File: config.mk
export PLATFORM = sky130hd
export DESIGN_NAME = sl_tx_frame_gen
export DESIGN_NICKNAME = d
export VERILOG_FILES = /design/src/rtl/sl_pkg.sv /design/src/rtl/sl_symbol_timer.sv /design/src/rtl/sl_tx_frame_gen.sv
export SDC_FILE = /design/constraint.sdc
export NUM_CORES = 1
export LEC_CHECK = 0
export CELL_PAD_IN_SITES_DETAIL_PLACEMENT = 2
export CELL_PAD_IN_SITES_GLOBAL_PLACEMENT = 2
export CORE_UTILIZATION = 34
export CTS_CLUSTER_DIAMETER = 60
export DETAILED_ROUTE_END_ITERATION = 12
export PLACE_DENSITY_LB_ADDON = 0.1
export SETUP_SLACK_MARGIN = 0.2
export SYNTH_ARGS = -nofsm -noshare
export SYNTH_HDL_FRONTEND = slang
export SYNTH_HIERARCHICAL = 1
export SYNTH_SLANG_ARGS = --single-unit
File: constraint.sdc
create_clock -name clk -period 3.7 [get_ports clk]
set_input_delay 0.925 -clock clk [delete_from_list [all_inputs] [get_ports clk]]
set_output_delay 0.925 -clock clk [all_outputs]
set_load 0.01 [all_outputs]
File: src/rtl/sl_pkg.sv
// Shared definitions for the SL line transmitter and receiver.
//   sl_tx_state_t  : transmitter frame state
//   MIN_WORD_LEN   : shortest data word carried in a frame
//   SL_WORD_LIMIT  : widest data word any SL block supports
//   sl_odd_parity  : parity bit that makes the count of 1s (data + parity) odd
package sl_pkg;

  localparam int unsigned MIN_WORD_LEN  = 8;
  localparam int unsigned SL_WORD_LIMIT = 32;

  typedef enum logic [2:0] {
    IDLE   = 3'd0,
    DATA   = 3'd1,
    PARITY = 3'd2,
    STOP   = 3'd3,
    GAP    = 3'd4
  } sl_tx_state_t;

  // Only the low 'len' bits of 'data' take part in the parity.
  function automatic logic sl_odd_parity(input logic [SL_WORD_LIMIT-1:0] data,
                                         input int unsigned              len);
    logic acc;
    acc = 1'b0;
    for (int unsigned i = 0; i < SL_WORD_LIMIT; i++) begin
      if (i < len) acc = acc ^ data[i];
    end
    return ~acc;
  endfunction

endpackage

File: src/rtl/sl_symbol_timer.sv
// Symbol timer for the SL transmitter: a start pulse begins a symbol of LOW_TICKS
// low-phase cycles followed by HIGH_TICKS high-phase cycles (HIGH_TICKS >= 1).
// The cycle after 'start' is the first low cycle. A start on the last cycle of a
// symbol chains the next symbol with no idle cycle.
// Optional feature macro: SL_TX_ERR_INJ_EN (adds mid_high_next).
// Ports:
//   clk, reset      clock, synchronous active-high reset
//   start           begin a symbol on the next cycle
//   sym_done        registered: this cycle is the last cycle of the symbol
//   phase_low_next  next cycle is in the low phase (feeds registered line outputs)
//   sym_done_next   next cycle is the last cycle of the symbol
//   mid_high_next   next cycle is the middle cycle of the high phase
module sl_symbol_timer #(
  parameter int unsigned LOW_TICKS  = 16,
  parameter int unsigned HIGH_TICKS = 16
) (
  input  logic clk,
  input  logic reset,
  input  logic start,
  output logic sym_done,
  output logic phase_low_next,
  output logic sym_done_next
`ifdef SL_TX_ERR_INJ_EN
  ,
  output logic mid_high_next
`endif
);

  localparam int unsigned PERIOD = LOW_TICKS + HIGH_TICKS;
  localparam int unsigned CW     = (PERIOD > 1) ? $clog2(PERIOD) : 1;

  logic [CW-1:0] cnt_q, cnt_d;
  logic          active_q, active_d;
  logic          done_q;

  always_comb begin
    active_d = active_q;
    cnt_d    = cnt_q;
    if (start) begin
      active_d = 1'b1;
      cnt_d    = '0;
    end else if (active_q) begin
      if (cnt_q == CW'(PERIOD - 1)) begin
        active_d = 1'b0;
        cnt_d    = '0;
      end else begin
        cnt_d = cnt_q + CW'(1);
      end
    end
  end

  assign phase_low_next = active_d && (cnt_d < CW'(LOW_TICKS));
  assign sym_done_next  = active_d && (cnt_d == CW'(PERIOD - 1));
`ifdef SL_TX_ERR_INJ_EN
  assign mid_high_next  = active_d && (cnt_d == CW'(LOW_TICKS + HIGH_TICKS / 2));
`endif

  always_ff @(posedge clk) begin
    if (reset) begin
      cnt_q    <= '0;
      active_q <= 1'b0;
      done_q   <= 1'b0;
    end else begin
      cnt_q    <= cnt_d;
      active_q <= active_d;
      done_q   <= sym_done_next;
    end
  end

  assign sym_done = done_q;

endmodule

File: src/rtl/sl_tx_frame_gen.sv
// SL line transmitter. Each accepted word is sent as one frame on two idle-high
// pulse lines: LSB-first data symbols (low pulse on sl1 = 1, on sl0 = 0), an odd
// parity symbol, a stop symbol (both lines low), then GAP_TICKS idle-high cycles.
// Word length per frame comes from tx_len, clamped to MIN_WORD_LEN..MAX_WORD_LEN.
// All outputs are driven straight from flops.
// Optional feature macro: SL_TX_ERR_INJ_EN (adds ei_parity / ei_glitch inputs).
// Ports:
//   clk, reset   clock, synchronous active-high reset
//   tx_valid     word available; accepted when tx_ready is high at a rising edge
//   tx_ready     block idle, can accept
//   tx_data      word, bit 0 sent first
//   tx_len       data bits this frame
//   sl0, sl1     pulse lines, idle high
//   busy         frame in progress
//   frame_done   one-cycle pulse on the last cycle of the frame
//   ei_parity    (optional) invert the parity bit of this frame
//   ei_glitch    (optional) 1-cycle low on the inactive line mid-HIGH of data bit 0
module sl_tx_frame_gen
  import sl_pkg::*;
#(
  parameter int unsigned MAX_WORD_LEN = 32,
  parameter int unsigned LOW_TICKS    = 16,
  parameter int unsigned HIGH_TICKS   = 16,
  parameter int unsigned GAP_TICKS    = 16
) (
  input  logic                              clk,
  input  logic                              reset,
  input  logic                              tx_valid,
  output logic                              tx_ready,
  input  logic [MAX_WORD_LEN-1:0]           tx_data,
  input  logic [$clog2(MAX_WORD_LEN+1)-1:0] tx_len,
  output logic                              sl0,
  output logic                              sl1,
  output logic                              busy,
  output logic                              frame_done
`ifdef SL_TX_ERR_INJ_EN
  ,
  input  logic                              ei_parity,
  input  logic                              ei_glitch
`endif
);

  localparam int unsigned LW = $clog2(MAX_WORD_LEN + 1);
  localparam int unsigned IW = $clog2(MAX_WORD_LEN);
  localparam int unsigned GW = (GAP_TICKS > 1) ? $clog2(GAP_TICKS) : 1;

  sl_tx_state_t            state_q, state_d;
  logic [IW-1:0]           bit_idx_q, bit_idx_d;
  logic [IW-1:0]           last_idx_q, last_idx_d;
  logic [MAX_WORD_LEN-1:0] data_q, data_d;
  logic [GW-1:0]           gap_cnt_q, gap_cnt_d;
  logic                    sl0_q, sl0_d, sl1_q, sl1_d;
  logic                    ready_q, busy_q, done_q, done_d;
  logic [LW-1:0]           len_clamped;
  logic [SL_WORD_LIMIT-1:0] data_ext;
  int unsigned             len_arg;
  logic                    accept, sym_start, cur_bit, par_bit;
  logic                    sym_done, low_next, done_next;
`ifdef SL_TX_ERR_INJ_EN
  logic                    ei_parity_q, ei_parity_d, ei_glitch_q, ei_glitch_d, mid_next;
`endif

  sl_symbol_timer #(
    .LOW_TICKS  (LOW_TICKS),
    .HIGH_TICKS (HIGH_TICKS)
  ) u_symbol_timer (
    .clk            (clk),
    .reset          (reset),
    .start          (sym_start),
    .sym_done       (sym_done),
    .phase_low_next (low_next),
    .sym_done_next  (done_next)
`ifdef SL_TX_ERR_INJ_EN
    ,
    .mid_high_next  (mid_next)
`endif
  );

  // Frame sequencing.
  always_comb begin
    state_d    = state_q;
    bit_idx_d  = bit_idx_q;
    last_idx_d = last_idx_q;
    data_d     = data_q;
    gap_cnt_d  = gap_cnt_q;
    sym_start  = 1'b0;
    accept     = 1'b0;

    len_clamped = tx_len;
    if (tx_len < LW'(MIN_WORD_LEN)) begin
      len_clamped = LW'(MIN_WORD_LEN);
    end else if (tx_len > LW'(MAX_WORD_LEN)) begin
      len_clamped = LW'(MAX_WORD_LEN);
    end

    unique case (state_q)
      IDLE: begin
        if (tx_valid) begin
          accept     = 1'b1;
          state_d    = DATA;
          data_d     = tx_data;
          last_idx_d = IW'(len_clamped - LW'(1));
          bit_idx_d  = '0;
          sym_start  = 1'b1;
        end
      end
      DATA: begin
        if (sym_done) begin
          sym_start = 1'b1;
          if (bit_idx_q == last_idx_q) begin
            state_d = PARITY;
          end else begin
            bit_idx_d = bit_idx_q + IW'(1);
          end
        end
      end
      PARITY: begin
        if (sym_done) begin
          sym_start = 1'b1;
          state_d   = STOP;
        end
      end
      STOP: begin
        if (sym_done) begin
          if (GAP_TICKS == 0) begin
            state_d = IDLE;
          end else begin
            state_d   = GAP;
            gap_cnt_d = '0;
          end
        end
      end
      GAP: begin
        if (gap_cnt_q == GW'(GAP_TICKS - 1)) begin
          state_d = IDLE;
        end else begin
          gap_cnt_d = gap_cnt_q + GW'(1);
        end
      end
      default: state_d = IDLE;
    endcase
  end

`ifdef SL_TX_ERR_INJ_EN
  assign ei_parity_d = accept ? ei_parity : ei_parity_q;
  assign ei_glitch_d = accept ? ei_glitch : ei_glitch_q;
`endif

  // Line values for the next cycle, so sl0/sl1 come straight from flops.
  always_comb begin
    data_ext                   = '0;
    data_ext[MAX_WORD_LEN-1:0] = data_q;
    len_arg                    = 32'(last_idx_q) + 32'd1;
`ifdef SL_TX_ERR_INJ_EN
    par_bit = sl_odd_parity(data_ext, len_arg) ^ ei_parity_q;
`else
    par_bit = sl_odd_parity(data_ext, len_arg);
`endif
    cur_bit = data_d[bit_idx_d];
    sl0_d   = 1'b1;
    sl1_d   = 1'b1;

    unique case (state_d)
      DATA: begin
        sl0_d = ~(low_next & ~cur_bit);
        sl1_d = ~(low_next & cur_bit);
`ifdef SL_TX_ERR_INJ_EN
        if (ei_glitch_d && (bit_idx_d == '0) && mid_next) begin
          if (cur_bit) sl0_d = 1'b0;
          else         sl1_d = 1'b0;
        end
`endif
      end
      PARITY: begin
        sl0_d = ~(low_next & ~par_bit);
        sl1_d = ~(low_next & par_bit);
      end
      STOP: begin
        sl0_d = ~low_next;
        sl1_d = ~low_next;
      end
      default: ;
    endcase

    // With no gap the frame ends on the last stop cycle.
    if (GAP_TICKS == 0) begin
      done_d = (state_d == STOP) && done_next;
    end else begin
      done_d = (state_d == GAP) && (gap_cnt_d == GW'(GAP_TICKS - 1));
    end
  end

  always_ff @(posedge clk) begin
    if (reset) begin
      state_q     <= IDLE;
      bit_idx_q   <= '0;
      last_idx_q  <= '0;
      data_q      <= '0;
      gap_cnt_q   <= '0;
      sl0_q       <= 1'b1;
      sl1_q       <= 1'b1;
      ready_q     <= 1'b1;
      busy_q      <= 1'b0;
      done_q      <= 1'b0;
`ifdef SL_TX_ERR_INJ_EN
      ei_parity_q <= 1'b0;
      ei_glitch_q <= 1'b0;
`endif
    end else begin
      state_q     <= state_d;
      bit_idx_q   <= bit_idx_d;
      last_idx_q  <= last_idx_d;
      data_q      <= data_d;
      gap_cnt_q   <= gap_cnt_d;
      sl0_q       <= sl0_d;
      sl1_q       <= sl1_d;
      ready_q     <= (state_d == IDLE);
      busy_q      <= (state_d != IDLE);
      done_q      <= done_d;
`ifdef SL_TX_ERR_INJ_EN
      ei_parity_q <= ei_parity_d;
      ei_glitch_q <= ei_glitch_d;
`endif
    end
  end

  assign sl0        = sl0_q;
  assign sl1        = sl1_q;
  assign tx_ready   = ready_q;
  assign busy       = busy_q;
  assign frame_done = done_q;

endmodule

# After elaboration in Yosys (flattened, before gate mapping)
# Index checks and enable logic that the tools add are counted.
[word_totals]
reg_bits = 61
word_cells = 180
in_bits = 41
output_inout_bits = 5
[op_classes]
n_eq_ne = 13
reduce_logical = 8
bitwise = 42
muxes = 63
order_cmp = 36
add_sub_neg = 5
[ops]
columns = ["op", "n"]
rows = [
  ["less-than comparator 5 x 6 -> 1 bit, first input constant", 16],
  ["two-way mux 32 bit", 2],
  ["less-than comparator 4 x 6 -> 1 bit, first input constant", 8],
  ["two-way mux 5 bit", 8],
  ["two-way mux 1 bit", 38],
  ["bitwise XOR 1 bit", 31],
  ["less-than comparator 3 x 6 -> 1 bit, first input constant", 4],
  ["two-way mux 3 bit", 6],
  ["case mux 3 bit (5 select lines)", 1],
  ["== test 3 x 2 -> 1 bit, second input constant", 4],
  ["less-than comparator 1 x 6 -> 1 bit, first input constant", 2],
  ["less-than comparator 2 x 6 -> 1 bit, first input constant", 2],
  ["adder 5 x 1 -> 5 bit, second input constant", 2],
  ["== test 5 bit, second input constant", 2],
  ["case mux 5 bit (2 select lines)", 1],
  ["== test 4 bit, second input constant", 2],
  ["two-way mux 4 bit", 2],
  ["case mux 4 bit (2 select lines)", 1],
  ["inverter 1 bit", 7],
  ["adder 5 x 1 -> 6 bit, second input constant", 1],
  ["== test 3 x 1 -> 1 bit, second input constant", 2],
  ["== test 3 bit, second input constant", 2],
  ["> comparator 6 bit, second input constant", 1],
  ["logical NOT 3 bit", 2],
  ["other kinds (14)", 20],
]

# Depth between registers and ports, before layout
# Gate-level depths: netlist of run 1.
[logic_depth]
ltp_word = 69
ltp_mapped = 14
ltp_nobuf = 12

# Modules after synthesis
# The synthesis of run 1 kept the hierarchy.
[by_module_without_submodules]
columns = ["mod", "seq_area_each_um2", "cells_per_inst", "n_inst", "area_each_um2"]
rows = [
  ["sl_tx_frame_gen", 1081.0, 503, 1, 3886.2],
  ["sl_symbol_timer", 140.1, 36, 1, 366.6],
]

# Worst setup path before layout of run 1
# Ideal clock, no wire load.
[synth_timing]
kind = "register to register"
from = "register last_idx_q[0]"
to = "register sl0_q, in the netlist sl0"
path_buffers = 2
required_ns = 3.567
setup_time_ns = 0.133
slack_ns = 0.606
stages_incl_launch_ff = 14
arrival_ns = 2.961
synth_period_minus_slack_ns = 3.094
path_cell_list = "dfxtp_1 -> buf_4 -> inv_1 -> ha_1 -> clkbuf_1 -> nor2b_1 -> o31ai_1 -> nand2_1 -> a221oi_2 -> xnor3_1 -> xnor3_1 -> xnor3_1 -> xnor2_1 -> o221ai_1"
[synth_between]
elab_chain_len = 68
elab_cells_between_ends = 114
cone_classes = "1 x add/sub; 32 x order compare; 4 x eq/ne; 41 x mux; 36 x bitwise"
[synth_lines]
columns = ["element", "line", "source"]
rows = [
  ["start, declared", "sl_tx_frame_gen.sv:49", "logic [IW-1:0] last_idx_q, last_idx_d;"],
  ["start signal, assigned", "sl_tx_frame_gen.sv:212", "last_idx_q <= last_idx_d;"],
  ["adder 5 x 1 -> 6 bit", "sl_tx_frame_gen.sv:153", "len_arg = 32'(last_idx_q) + 32'd1;"],
  ["less-than comparator 1 x 6 -> 1 bit", "sl_pkg.sv:25", "if (i < len) acc = acc ^ data[i];"],
  ["two-way mux 1 bit", "sl_pkg.sv:25", ""],
  ["bitwise XOR 1 bit", "sl_pkg.sv:25", ""],
  ["two-way mux 1 bit", "sl_pkg.sv:25", ""],
  ["bitwise XOR 1 bit", "sl_pkg.sv:25", ""],
  ["two-way mux 1 bit", "sl_pkg.sv:25", ""],
  ["bitwise XOR 1 bit", "sl_pkg.sv:25", ""],
  ["[52 not listed]", "--", ""],
  ["two-way mux 1 bit", "sl_pkg.sv:25", ""],
  ["bitwise XOR 1 bit", "sl_pkg.sv:25", ""],
  ["two-way mux 1 bit", "sl_pkg.sv:25", ""],
  ["bitwise XOR 1 bit", "sl_pkg.sv:25", ""],
  ["two-way mux 1 bit", "sl_pkg.sv:25", ""],
  ["AND 1 bit", "sl_tx_frame_gen.sv:175", "sl0_d = ~(low_next & ~par_bit);"],
  ["inverter 1 bit", "sl_tx_frame_gen.sv:175", ""],
  ["case mux 1 bit (3 select lines) (*)", "sl_tx_frame_gen.sv:163", "unique case (state_d)"],
  ["end signal, assigned", "sl_tx_frame_gen.sv:215", "sl0_q <= sl0_d;"],
  ["end, declared", "sl_tx_frame_gen.sv:52", "logic sl0_q, sl0_d, sl1_q, sl1_d;"],
]
# Mark *: on every way between the ends. The rest lies on a longest branch, timed or not. The select of a mux whose other input is x is not followed.
# A chain may end at the register's enable or synchronous reset.

# Final worst setup path of run 1
# Same ends and word-level chain as after synthesis.

==> flow_summary_export.csv, run 1 <==
group,metric,value,unit
final_layout,fin_area,5330,sq um
yosys,syn_area_per_cell,7.89,sq um
final_layout,diodes,0,
clocking,cts_tree,"done",
final_layout,final_core_util,0.440,
final_layout,syn_to_final_growth,25.5,%
final_layout,fillCellCount,1415,
worst_setup_path,r2r-start,"last_idx_q[0]",
die,start_util,0.351,
sta,finalMaxSlewViolations,0,
worst_setup_path,path_max_fanout,11,
sta,slew_headroom,0.511,
grt,grt_max_degree,36,
worst_setup_path,end_kind,"flip-flop",
grt,overflow,0,
worst_setup_path,critPathRequiredTime,3.90,ns
clocking,cts.htree.levels,3,
yosys,synth_nets,587,
place,dp_cells,740,
yosys,synthesis.area,4250,sq um
yosys,syn-instance-count,538,
sta,worst_slew_pin_slew,0.733,ns
worst_setup_path,crit_arrival,3.57,ns
final_layout,finalNetCount,637,
grt,grtUsageMet3,0.0361,
grt,grtUsageMet2,0.438,
place,portBuffers,45,
drt,drt_first_iter_violations,213,
pwr,ir_worst_vdd,0.000269,V
sta,max_clock_freq,297,MHz
clocking,clkLatencyLatePin,0.34,ns
die,die_h,114,um
clocking,clk_pin_slew,0.06,ns
sta,min_period,3.37,ns
worst_setup_path,startpoint_type,"flip-flop",
worst_setup_path,ff2ff_path_depth,12,
grt,grt_pass1_wl,25200,um
sta,setup_viol,0,
drt,wire_per_inst,20.8,um
worst_hold_path,min_path_type,"reg2reg",
drt,drt-total-wl,15800,um
worst_setup_path,rrSetupSlack,0.33,ns
sta,rsz0062_at_grt,"no",
worst_setup_path,crit_type,"reg2reg",
drt,dr.pass1.iters,4,
worst_hold_path,holdPathEnd,"data_ext[22]",
pwr,power-per-cell-area,429,nW/um^2
sta,fin_hold_ws,0.498,ns
worst_setup_path,worstPathCellList,"buf_4, inv_1, ha_4, nor2b_1, o31ai_1, nand2_1, a221oi_2, xnor3_1, xnor3_1, xnor3_1, xnor2_1, o221ai_1",
die,rows,40,
clocking,cts_max_path_buffers,2,
worst_setup_path,cp_slowest_cell,"xnor3_1",
clocking,cts_buffers,9,
grt,grt_use_total,0.257,
worst_setup_path,crit_family,"XOR/XNOR gates",
grt,busiest_layer,"met2",
place,hpwl,11500,um
pwr,power_leakage,1.97,nW
drt,ant_nets,0,
grt,grt_pass1_vias,4680,
die,dieArea,12900,sq um
drt,vias,4309,
sta,hold_viol_final,0,
grt,grt_use_met1,0.320,
worst_setup_path,cpPeakStageDelay,0.48,ns
worst_setup_path,critPathBufInv,2,
worst_hold_path,hold_path.startpoint,"data_ext[22]",
place,placed_area,4910,sq um
die,core_area,12100,sq um
sta,fin_skew,0.00580,ns
clocking,cts_hold_buffers,0,
sta,period_share,0.910,
drt,routed_via_density,5.66,
grt,antenna_found_initial,0,
final_layout,layout.cells.non_filler,761,
die,pin_count,46,
place,place.gp.congestion,0.858,
final_layout,final_layout_size_suffix_gt1_frac,0.130,
worst_setup_path,cpMostUsedCell,"xnor3_1",
worst_hold_path,hold_depth,2,
run_status,status,"finished clean",
drt,drc,0,
run,max-cap-violations,0,
clocking,cts-root-buf,"clkbuf_16",
clocking,cts_sinks,61,
die,die_x,114,um
yosys,yosysWarnings,6,
worst_setup_path,timing.rr.end,"sl0",
power by group:
part	switching (mW)	internal, mW	total [mW]
logic	0.290	0.240	0.529
registers	0.0653	0.695	0.760
clock network	0.319	0.676	0.995
worst register-to-register path, cell delays in order (launching register included):
cell and delay (ns):
dfxtp_1 0.34, buf_4 0.21, inv_1 0.16, ha_4 0.32, nor2b_1 0.07, o31ai_1 0.24, nand2_1 0.09, a221oi_2 0.29
xnor3_1 0.48, xnor3_1 0.40, xnor3_1 0.31, xnor2_1 0.19, o221ai_1 0.14
layer usage:
layer / vias up / part of all wire
li1: 2057 / -
met1: 2144 / 0.45
met2: 83 / 0.49
met3: 25 / 0.030
met4: 0 / 0.029
met5: - / 0
how the worst max path moves through the flow:
stage             startpoint  endpoint  slack [ns]  depth (start not counted)
2_1_floorplan  last_idx_q[0]       sl0        0.61                         13
3_3_place_gp        tx_valid       sl0        0.12                         12
3_5_place_dp        tx_valid       sl0       -0.08                         12
4_1_cts        last_idx_q[0]       sl0        0.25                         12
5_1_grt        last_idx_q[0]       sl0        0.22                         12
6_report       last_idx_q[0]       sl0        0.33                         12
flip-flops by register name, summed over array words and instances, names as in the netlist:
name and count:
bit_idx_q 5, u_symbol_timer/sym_done 1, data_ext 32, gap_cnt_q 4, u_symbol_timer/cnt_q 5, sl1 1, state_q 3, u_symbol_timer/active_q 1
last_idx_q 5, tx_ready 1, sl0 1, busy 1, frame_done 1
final cells by class:
cell class / instances / area [sq um] / area share
Sequential cell: 61 / 1220 / 0.230
Inverter: 12 / 45.0 / 0.00845
Multi-Input combinational cell: 432 / 2850 / 0.534
Clock buffer: 12 / 246 / 0.0463
Tap cell: 168 / 210 / 0.0394
Timing Repair Buffer: 72 / 661 / 0.124
Clock inverter: 4 / 95.1 / 0.0178
what timing repair did:
action                     CTS  global route
setup endpoints to repair    1             2
setup buffers                0             5
gates resized for setup      3             6
pin swaps                    0             1
metrics by stage:
| step | total power [mW] | TNS [ns] | setup slack, ns |
|---|---|---|---|
| floorplan | 1.07 | 0 | 0.606 |
| global placement | 1.25 | 0 | 0.117 |
| detailed placement | 1.27 | -0.0765 | -0.0765 |
| CTS | 2.28 | 0 | 0.247 |
| global route | 2.38 | 0 | 0.216 |
| finish | 2.28 | 0 | 0.332 |
cells in the final DEF (no fill, tap or decap), types with 6 or more instances in the layout:
cell type        instances
nand2_1                 95
o21ai_0                 18
xor2_1                  11
nand3_1                  7
o31ai_1                  6
a21oi_1                 42
nor2b_1                  7
a211oi_1                 7
nor3_1                  11
nand4_1                  6
nor2_1                  46
buf_4                   26
xnor2_1                 16
dfxtp_1                 59
clkdlybuf4s50_1         44
inv_1                   12
ha_1                     6
a31oi_1                 11
clkbuf_16                9
mux2i_1                 11
No activity file was read; power rests on OpenSTA's default activity.
==> run 2, diff against run 1 <==
--- a/config.mk
+++ b/config.mk
@@ -7,9 +7,10 @@
 export LEC_CHECK = 0
 export CELL_PAD_IN_SITES_DETAIL_PLACEMENT = 2
 export CELL_PAD_IN_SITES_GLOBAL_PLACEMENT = 2
-export CORE_UTILIZATION = 34
+export CORE_UTILIZATION = 35
 export CTS_CLUSTER_DIAMETER = 60
 export DETAILED_ROUTE_END_ITERATION = 12
+export DONT_BUFFER_PORTS = 1
 export PLACE_DENSITY_LB_ADDON = 0.1
 export SETUP_SLACK_MARGIN = 0.2
 export SYNTH_ARGS = -nofsm -noshare
==> run 2 against run 1 <==
Compared with the run above:
- the flow now finishes with violations (design-rule violations)
- clock skew grew 0.0026 ns
- cell count shrank 10%
- clock power shrank 22%
- routed wire length shrank 7.3%
==> flow_summary_export.csv, run 2 (synthesized netlist as in run 1, its figures left out) <==
group,metric,value,unit
die,rows,39,
grt,grt_max_degree,55,
die,pin_count,46,
clocking,cts_sinks,61,
grt,grt_pass1_vias,4443,
worst_setup_path,end_kind,"flip-flop",
clocking,cts_max_path_buffers,2,
grt,antenna_found_initial,0,
worst_setup_path,startpoint_type,"flip-flop",
worst_setup_path,timing.rr.end,"sl0",
clocking,cts_buffers,9,
worst_setup_path,rrSetupSlack,0.37,ns
sta,fin_setup_tns,0,ns
worst_setup_path,critPathRequiredTime,3.90,ns
final_layout,fin_area,4710,sq um
worst_setup_path,r2r-start,"last_idx_q[0]",
run_status,status,"finished with violations",
worst_hold_path,min_path_type,"reg2reg",
final_layout,final_layout_size_suffix_gt1_frac,0.126,
clocking,cts_tree,"done",
sta,hold_viol_final,0,
die,core_area,11600,sq um
sta,slew_headroom,0.566,
worst_setup_path,path_max_fanout,15,
clocking,cts.htree.levels,3,
grt,overflow,0,
pwr,ir_worst_vdd,0.000198,V
sta,setup_viol,0,
final_layout,largest_reg_flops,32,
drt,dr.pass1.iters,8,
final_layout,syn_to_final_growth,10.9,%
sta,rsz0062_at_grt,"no",
place,hpwl,11000,um
worst_setup_path,critPathLaunch,"last_idx_q[0]",
run,max-cap-violations,0,
final_layout,final_core_util,0.405,
drt,vias,4085,
grt,grt_pass1_wl,24000,um
final_layout,finalNetCount,585,
pwr,power-per-cell-area,418,nW/um^2
worst_setup_path,crit_arrival,3.53,ns
worst_hold_path,holdPathEnd,"data_ext[28]",
place,dp_cells,667,
final_layout,regArea,1220,sq um
final_layout,diodes,0,
sta,max_clock_freq,300,MHz
final_layout,layout_commonest_cell,"nand2_1",
sta,finalMaxSlewViolations,0,
drt,drt-total-wl,14700,um
final_layout,fillCellCount,1346,
place,portBuffers,0,
drt,wire_per_inst,21.5,um
die,die_h,112,um
final_layout,layout.cells.most_common_list,"nand2_1 (95), dfxtp_1 (61), nor2_1 (46)",
place,place.gp.congestion,0.839,
die,start_util,0.366,
sta,period_share,0.900,
drt,drt_first_iter_violations,207,
clocking,cts-root-buf,"clkbuf_16",
grt,grt_use_total,0.245,
drt,ant_nets,0,
worst_hold_path,hold_path.startpoint,"data_ext[28]",
sta,worst_slew_pin_slew,0.649,ns
pwr,power_leakage,1.72,nW
die,dieArea,12600,sq um
clocking,clkLatencyLatePin,0.34,ns
die,die_x,112,um
drt,routed_via_density,5.97,
run_status,violations,"design-rule violations",
final_layout,multiInputGateArea,2840,sq um
worst_hold_path,hold_depth,2,
clocking,clk_pin_slew,0.05,ns
clocking,cts_hold_buffers,0,
final_layout,layout.cells.non_filler,684,
sta,fin_skew,0.00836,ns
sta,min_period,3.33,ns
place,placed_area,4400,sq um
worst_setup_path,crit_type,"reg2reg",
drt,drc,2,
worst_setup_path,ff2ff_path_depth,11,
==> run 2: changes by cell type in the layout (fill, tap and decap cells not counted), moves of 2 or more <==
cell	change
dfxtp_2	-2
clkinv_2	+2
clkinv_4	+2
buf_4	-6
clkdlybuf4s50_1	-44
dfxtp_1	+2
bufinv_16	-3
==> run 2: layout make-up <==
cell class                      count  area share
Clock inverter                      6     0.00850
Tap cell                          143      0.0380
Timing Repair Buffer               20      0.0319
Sequential cell                    61       0.259
Inverter                           12     0.00957
Clock buffer                       10      0.0486
Multi-Input combinational cell    432       0.604
==> run 2: worst max-delay path, cell delays in order, from the launching register on <==
cell	delay, ns
dfxtp_1	0.35
ha_1	0.24
buf_4	0.20
and3b_1	0.20
a211oi_2	0.37
o311ai_1	0.15
a221oi_2	0.28
xnor3_1	0.44
xnor3_1	0.38
xnor3_1	0.28
xnor2_1	0.17
o221ai_1	0.13
==> run 2: worst max-delay path by stage <==
stage / to / slack, ns / cells past startpoint
after floorplan: sl0 / 0.61 / 13
after global placement: sl0 / 0.43 / 11
after detailed placement: sl0 / 0.30 / 11
after CTS: sl0 / 0.29 / 11
after global routing: sl0 / 0.20 / 12
final: sl0 / 0.37 / 11
==> run 2: power by group <==
part / switching [mW] / internal, mW / total, mW
sequential: 0.0579 / 0.694 / 0.752
clock: 0.322 / 0.451 / 0.774
combinational: 0.259 / 0.183 / 0.443
==> run 2: repair_timing <==
action,4_1_cts,5_1_grt
setup buffers,0,1
setup endpoints to repair,0,2
gates resized for setup,0,6
==> run 2: through the flow <==
step	hold WS, ns	power, mW	setup WS (ns)
after floorplan	0.442	1.07	0.606
after global placement	0.456	1.18	0.427
after detailed placement	0.465	1.20	0.300
after CTS	0.473	1.98	0.287
after global routing	0.515	2.07	0.196
final	0.469	1.97	0.371
==> run 2: per-layer routing <==
layer	GRT usage	wire length, um
met2	0.422	7320
met3	0.0427	384
met4	0.0684	153
met1	0.314	6820
met5	0	0
